==> config.mk <==
export PLATFORM = sky130hd
export DESIGN_NAME = keypad_scanner_flat
export DESIGN_NICKNAME = d
export VERILOG_FILES = /design/src/rtl/keypad_pkg.sv /design/src/rtl/keypad_scanner_if.sv /design/src/rtl/keypad_sync.sv /design/src/rtl/keypad_scanner.sv /design/src/flat_wrapper.sv
export SDC_FILE = /design/constraint.sdc
export NUM_CORES = 1
export LEC_CHECK = 0
export BUFFER_PORTS_ARGS = -buffer_cell sky130_fd_sc_hd__buf_2
export CORE_UTILIZATION = 25
export DETAILED_ROUTE_END_ITERATION = 12
export PLACE_DENSITY_LB_ADDON = 0.3
export SYNTH_ARGS = -nofsm -noshare
export SYNTH_HDL_FRONTEND = slang
export SYNTH_SLANG_ARGS = --single-unit
==> constraint.sdc <==
create_clock -name clk -period 3.6 [get_ports clk]
set_clock_uncertainty 0.05 [all_clocks]
set_input_delay 0.72 -clock clk [delete_from_list [all_inputs] [get_ports clk]]
set_output_delay 0.72 -clock clk [all_outputs]
set_load 0.01 [all_outputs]
==> src/rtl/keypad_pkg.sv <==
// rtl/keypad_pkg.sv - shared types, sizes and row priority helper for the keypad scanner
package keypad_pkg;

    localparam int NCOL = 4;
    localparam int NROW = 4;

    typedef enum logic [1:0] {
        ST_SCAN,
        ST_DEB,
        ST_HELD,
        ST_REL
    } state_t;

    // Index of the lowest-numbered asserted bit; callers guarantee a non-zero mask.
    function automatic logic [1:0] row_prio(input logic [3:0] low_mask);
        logic [1:0] idx;
        if (low_mask[0])      idx = 2'd0;
        else if (low_mask[1]) idx = 2'd1;
        else if (low_mask[2]) idx = 2'd2;
        else                  idx = 2'd3;
        return idx;
    endfunction

endpackage

==> src/rtl/keypad_scanner_if.sv <==
// rtl/keypad_scanner_if.sv - key code / valid pulse / held flag bundle between scanner and user logic
interface keypad_scanner_if;
    import keypad_pkg::*;

    logic [$clog2(NROW*NCOL)-1:0] key;
    logic                         key_vld;
    logic                         held;

    modport master (output key, output key_vld, output held);
    modport slave  (input  key, input  key_vld, input  held);

endinterface

==> src/rtl/keypad_sync.sv <==
// rtl/keypad_sync.sv - N-bit two-flop synchronizer with per-bit reset value
module keypad_sync #(
    parameter int           N       = 4,
    parameter logic [N-1:0] RST_VAL = '0
) (
    input  logic         clk,
    input  logic         rst,
    input  logic [N-1:0] d,
    output logic [N-1:0] q
);

    logic [N-1:0] meta_q, meta_d;
    logic [N-1:0] sync_q, sync_d;

    always_comb begin
        meta_d = d;
        sync_d = meta_q;
    end

    always_ff @(posedge clk or posedge rst) begin
        if (rst) begin
            meta_q <= RST_VAL;
            sync_q <= RST_VAL;
        end else begin
            meta_q <= meta_d;
            sync_q <= sync_d;
        end
    end

    assign q = sync_q;

endmodule

==> src/rtl/keypad_scanner.sv <==
// rtl/keypad_scanner.sv - 4x4 matrix keypad scan + debounce; KEYPAD_REPEAT_EN adds hold auto-repeat
module keypad_scanner
    import keypad_pkg::*;
#(
    parameter int DEB_MS    = 8,
    parameter int REPEAT_MS = 250
) (
    input  logic                    clk,
    input  logic                    rst,
    input  logic                    ce_1ms,
    input  logic [NROW-1:0]         row,
    output logic [NCOL-1:0]         col,
    keypad_scanner_if.master        kp
);

    localparam int             CW       = $clog2(DEB_MS + 1);
    localparam logic [CW-1:0]  DEB_LAST = CW'(DEB_MS);

    if (DEB_MS < 2 || DEB_MS > 255 || REPEAT_MS < 1) begin : g_bad_param
        $error("keypad_scanner: DEB_MS must be 2..255 and REPEAT_MS at least 1");
    end

    state_t         state_q, state_d;
    logic [1:0]     col_idx_q, col_idx_d;
    logic [1:0]     row_idx_q, row_idx_d;
    logic [CW-1:0]  cnt_q, cnt_d;
    logic [3:0]     key_q, key_d;
    logic           key_vld_q, key_vld_d;
    logic           held_q, held_d;

`ifdef KEYPAD_REPEAT_EN
    localparam int             RW       = $clog2(REPEAT_MS + 1);
    localparam logic [RW-1:0]  REP_LAST = RW'(REPEAT_MS);
    logic [RW-1:0]  rep_q, rep_d;
`endif

    logic [NROW-1:0] row_s;
    logic [CW-1:0]   cnt_inc;
    logic            lat_low;

    keypad_sync #(
        .N       (NROW),
        .RST_VAL (4'hF)
    ) u_row_sync (
        .clk (clk),
        .rst (rst),
        .d   (row),
        .q   (row_s)
    );

    assign cnt_inc = cnt_q + 1'b1;
    // Only the latched row matters once a key is being tracked; other rows are ignored.
    assign lat_low = ~row_s[row_idx_q];

    always_comb begin
        state_d   = state_q;
        col_idx_d = col_idx_q;
        row_idx_d = row_idx_q;
        cnt_d     = cnt_q;
        key_d     = key_q;
        key_vld_d = 1'b0;
        held_d    = held_q;
`ifdef KEYPAD_REPEAT_EN
        rep_d     = rep_q;
`endif
        if (ce_1ms) begin
            unique case (state_q)
                ST_SCAN: begin
                    if (&row_s) begin
                        col_idx_d = col_idx_q + 2'd1;
                    end else begin
                        row_idx_d = row_prio(~row_s);
                        cnt_d     = CW'(1);
                        state_d   = ST_DEB;
                    end
                end
                ST_DEB: begin
                    if (!lat_low) begin
                        state_d   = ST_SCAN;
                        col_idx_d = col_idx_q + 2'd1;
                    end else if (cnt_inc == DEB_LAST) begin
                        key_d     = {row_idx_q, col_idx_q};
                        key_vld_d = 1'b1;
                        held_d    = 1'b1;
                        state_d   = ST_HELD;
`ifdef KEYPAD_REPEAT_EN
                        rep_d     = '0;
`endif
                    end else begin
                        cnt_d = cnt_inc;
                    end
                end
                ST_HELD: begin
                    if (!lat_low) begin
                        cnt_d   = CW'(1);
                        state_d = ST_REL;
`ifdef KEYPAD_REPEAT_EN
                        rep_d   = '0;
`endif
                    end
`ifdef KEYPAD_REPEAT_EN
                    else if (rep_q + 1'b1 == REP_LAST) begin
                        rep_d     = '0;
                        key_vld_d = 1'b1;
                    end else begin
                        rep_d = rep_q + 1'b1;
                    end
`endif
                end
                ST_REL: begin
                    // A low tick here is release bounce, not a fresh press.
                    if (lat_low) begin
                        state_d = ST_HELD;
`ifdef KEYPAD_REPEAT_EN
                        rep_d   = '0;
`endif
                    end else if (cnt_inc == DEB_LAST) begin
                        held_d    = 1'b0;
                        state_d   = ST_SCAN;
                        col_idx_d = col_idx_q + 2'd1;
                    end else begin
                        cnt_d = cnt_inc;
                    end
                end
                default: state_d = ST_SCAN;
            endcase
        end
    end

    always_ff @(posedge clk or posedge rst) begin
        if (rst) begin
            state_q   <= ST_SCAN;
            col_idx_q <= 2'd0;
            row_idx_q <= 2'd0;
            cnt_q     <= '0;
            key_q     <= 4'd0;
            key_vld_q <= 1'b0;
            held_q    <= 1'b0;
`ifdef KEYPAD_REPEAT_EN
            rep_q     <= '0;
`endif
        end else begin
            state_q   <= state_d;
            col_idx_q <= col_idx_d;
            row_idx_q <= row_idx_d;
            cnt_q     <= cnt_d;
            key_q     <= key_d;
            key_vld_q <= key_vld_d;
            held_q    <= held_d;
`ifdef KEYPAD_REPEAT_EN
            rep_q     <= rep_d;
`endif
        end
    end

    assign col        = ~(4'b0001 << col_idx_q);
    assign kp.key     = key_q;
    assign kp.key_vld = key_vld_q;
    assign kp.held    = held_q;

endmodule

==> src/flat_wrapper.sv <==
// flat-port wrapper written by rule: the top's interface ports become plain ports
module keypad_scanner_flat import keypad_pkg::*;
#(
    parameter int DEB_MS    = 8,
    parameter int REPEAT_MS = 250
)
  (clk, rst, ce_1ms, row, col, kp_key, kp_key_vld, kp_held);
  keypad_scanner_if kp_i ();
  input  logic clk;
  input  logic rst;
  input  logic ce_1ms;
  input  logic [NROW-1:0] row;
  output logic [NCOL-1:0] col;
  output wire logic [$bits(kp_i.key)-1:0] kp_key;
  output wire logic [$bits(kp_i.key_vld)-1:0] kp_key_vld;
  output wire logic [$bits(kp_i.held)-1:0] kp_held;
  assign kp_key = kp_i.key;
  assign kp_key_vld = kp_i.key_vld;
  assign kp_held = kp_i.held;
  keypad_scanner #(.DEB_MS(DEB_MS), .REPEAT_MS(REPEAT_MS)) u_core (.clk(clk), .rst(rst), .ce_1ms(ce_1ms), .row(row), .col(col), .kp(kp_i));
endmodule
==> summary by stage <==
Timing
In the finished design, the share of the clock period the worst path needs comes to 0.554. The count of endpoints failing setup in the final report is 0. The final-report max-slew violation count was 0. The highest achievable clock rate is between 500 and 600 MHz. Final hold analysis gives a worst-case slack of around 0.3 ns. The normalized max-slew margin is 0.422.

The total negative setup slack is 0 ns. Setup repair after global routing left no endpoint under its margin. The count of final hold-check violations was 0. Setup slack closes at about 1.6 ns.

The final period demand of the worst path is between 1.5 and 2 ns. The slew at the pin closest to its max-slew limit is around 0.87 ns.

Detailed routing
After detailed routing, the number of vias per cell comes to roughly 4.6. For this run, design rule violations remaining after detail routing come to 0. Wires add up to slightly above 2 mm. After the first detailed-routing iteration, the DRC count stood at 25.

The remaining number of nets flagged by the antenna check after routing is 0. The average routed wire per standard cell is around 12 um. The total iterations of the first detailed-routing run is 2. The number of vias after detailed routing is 796.

Cells and area
The final-stage net count is roughly 130. The final instance count without filler cells is around 170. The number of antenna diodes in the final layout is 0.

The share of final-layout standard cells stronger than drive strength 1 is 0.314. Fill cells in the final layout number between 400 and 500. The area overhead of the layout relative to synthesis is 16.4%.

Logic synthesis
The cell with the most instances after synthesis is dfrtp_1. The Yosys step of the flow raised 0 warnings. By count the netlist is led by dfrtp_1, inv_1, dfstp_2, a21oi_1, nand2_1. For this run, asynchronously set or reset flops after synthesis account for 1.00. Of the total synthesized cell area, the portion taken by full adders, half adders and majority gates is 0.0518. Sorting the synthesized cells by area gives the leading types as dfrtp_1, dfstp_2, mux2_4, ha_1, inv_1.

Counting distinct cell types in the post-synthesis netlist gives 39. Of the total synthesized cell area, the portion taken by XOR and XNOR cells is 0. Counting every instance in the synthesized netlist gives ~100. Of the total synthesized cell area, the portion taken by AND, OR, NAND and NOR gates is 0.134.

Synthesis produced a netlist with a net count of 116. The cell area after synthesis is between 1000 and 1500 um2. For this run, the leading register cell type out of synthesis is dfrtp_1. The area share of the leading cell type in the synthesized netlist is 0.332. The post-synthesis compound-gate area fraction came to 0.145. Dividing the synthesized area by the synthesized cell count gives between 10 and 15 um2.

The library cell occupying the most area in the post-synthesis netlist is dfrtp_1. The share of the Yosys chip area taken by registers is 0.506. The dominant combinational cell family by area after synthesis is compound AO/OA/AOI/OAI gates. The portion of synthesized area spent on multiplexers is 0.108. In this run, synthesis produced a sequential element count of 24. Yosys mapped a number of flops with a built-in enable equal to 0.

Placed design
Counting tap cells, the placed design contains a total of between 150 and 200 instances. Detailed placement finished with a half-perimeter wire length of around 1.5 mm. The quantity of I/O buffers inserted on ports is 16. At the placement stage, the worst setup path has a slack of between 1.5 and 2 ns.

The placer congestion estimate is 0.722.

Setup path
The worst reg2reg path depth is 5. The highest net fanout along the worst path is 6. The endpoint of the most critical setup path is u_core.kp.key[1]$_DFFE_PP0P_.

The nature of the critical path startpoint is a flop. The startpoint identified for the worst register-to-register timing path is u_core.cnt_q[0]$_DFFE_PP0P_. The internal reg-to-reg setup slack is 1.61 ns. The worst setup path is captured at a flop. In this run the critical register-to-register path is captured at u_core.kp.key[1]$_DFFE_PP0P_.

The start-to-end type of the worst setup path is flop to flop. Tracing the worst setup path back leads to its startpoint at u_core.cnt_q[0]$_DFFE_PP0P_. The data arrival at the endpoint of the critical path is around 2.1 ns. For the worst setup path, the data required time is 3.71 ns.

Power
The worst IR drop on VDD is between 0.15 and 0.2 mV. For this design the static power due to leakage is 0.672 nW. The overall power consumption is between 0.0009 and 0.001 W.

The power density over the cells is between 600 and 700 nW/um2.

Floorplan
For this configuration, the core starts out at a cell density of 0.268. The number of standard-cell rows in the floorplan is 24. The full die area is just over 5000 um2. The number of ports placed on the die boundary is 17.

The core region is 4500 um2. The width of the chip is a little over 70 um. The height of the die is between 70 and 80 um.

Global route
The via count of the first global-routing pass is 827. For this run, the total global-route usage over all layers was measured as 0.0953. The initial antenna violation count is 0. The final global-route overflow total is 0. The wire length of the first global-routing pass is approximately 3.8 mm.

The pin count of the biggest net entering global routing is 25.

Clocking
The total clock buffers created by CTS is 3. TritonCTS built the clock tree. For this design, the CTS-stage hold fixing added 0 buffers. The clock net in this run drives a total of 24 sinks.

The setup fix buffers added after clock tree synthesis is 0. The insertion delay to the later sink of the worst-skew pair is roughly 0.27 ns. The maximum clock insertion buffer count is 2. CTS built an H-tree with a depth of 1. The clock root buffer is clkbuf_8. The clock edge transition at the registers on the reported setup and hold paths is roughly 0.090 ns. The number of gates resized after CTS is 0.

Run status
The run finished with clean final reports.

Job
Max-cap violations in this run came to 0.

Hold path
The worst hold-check path type is flop to flop.
## per-stage QoR
stage          cell area [um2]   util
4_1_cts                   1410  0.312
2_1_floorplan             1210      -
5_1_grt                   1410  0.312
3_5_place_dp              1330  0.296
3_3_place_gp              1330  0.296
6_report                  1410  0.312
## area by class of cell
| type | instances | area [um2] | area share |
|---|---|---|---|
| clock inverters | 1 | 30.0 | 0.0214 |
| clock buffers | 3 | 41.3 | 0.0294 |
| multi-input cells | 64 | 529 | 0.377 |
| repair buffers | 16 | 80.1 | 0.0570 |
| well taps | 52 | 65.1 | 0.0463 |
| inverters | 13 | 48.8 | 0.0347 |
| flip-flops and latches | 24 | 611 | 0.435 |
## state kept, by name (all words and copies together), names as in the netlist, named ones only
| signal | cells |
|---|---|
| u_core.kp.key | 4 |
| u_core.col_idx_q | 2 |
| u_core.kp.key_vld | 1 |
| u_core.kp.held | 1 |
| u_core.row_idx_q | 2 |
| u_core.state_q | 1 |
| u_core.cnt_q | 4 |
| u_core.u_row_sync.q | 4 |
| u_core.u_row_sync.meta_q | 4 |
## per-layer routing
metal | up-vias | wire length (um) | track usage
met1 | 373 | 970 | 0.117
met5 | - | 0 | 0
met4 | 0 | 53 | 0.0523
met3 | 8 | 119 | 0.0239
met2 | 17 | 931 | 0.154
li1 | 398 | - | -
## logic make-up after synthesis
| logic type | count (synthesis) |
|---|---|
| adders and majority gates | 5 |
| muxes | 8 |
| and+or+nand+nor | 26 |
| DFF | 24 |
| buffers and inverters | 16 |
| AOI/OAI and AO/OA | 25 |
## how the worst min path moves through the flow
stage,startpoint,endpoint,slack [ns],cells past startpoint
after floorplan,u_core.u_row_sync.meta_q[0]$_DFF_PP1_,u_core.u_row_sync.q[0]$_DFF_PP1_,0.30,0
after CTS,u_core.u_row_sync.meta_q[3]$_DFF_PP1_,u_core.u_row_sync.q[3]$_DFF_PP1_,0.31,0
final,u_core.u_row_sync.meta_q[2]$_DFF_PP1_,u_core.u_row_sync.q[2]$_DFF_PP1_,0.31,0
after global routing,u_core.u_row_sync.meta_q[1]$_DFF_PP1_,u_core.u_row_sync.q[1]$_DFF_PP1_,0.31,0
after global placement,u_core.u_row_sync.meta_q[0]$_DFF_PP1_,u_core.u_row_sync.q[0]$_DFF_PP1_,0.30,0
after detailed placement,u_core.u_row_sync.meta_q[2]$_DFF_PP1_,u_core.u_row_sync.q[2]$_DFF_PP1_,0.30,0
## cells in the final DEF (no fill, tap or decap), drive strengths merged, types with 3 or more instances in the layout
master and n:
dfrtp 16, nand2 7, mux2 5, clkbuf 3, ha 5, buf 16
inv 13, dfstp 8, a21boi 3, a21oi 7
## power breakdown
| group | internal (W) | switching (W) | leakage, nW |
|---|---|---|---|
| Sequential | 0.000334 | 0.0000754 | 0.280 |
| Combinational | 0.000164 | 0.000154 | 0.356 |
| Clock | 0.000149 | 0.0000900 | 0.0357 |
| Total | 0.000647 | 0.000319 | 0.672 |
## critical path: stages (launching register included)
cell and delay (ns):
dfrtp_1 0.42, ha_1 0.21, and3_1 0.17, o21ai_1 0.16
or3_1 0.53, mux2_4 0.34
Note: power is estimated with default switching activity, not from simulation.
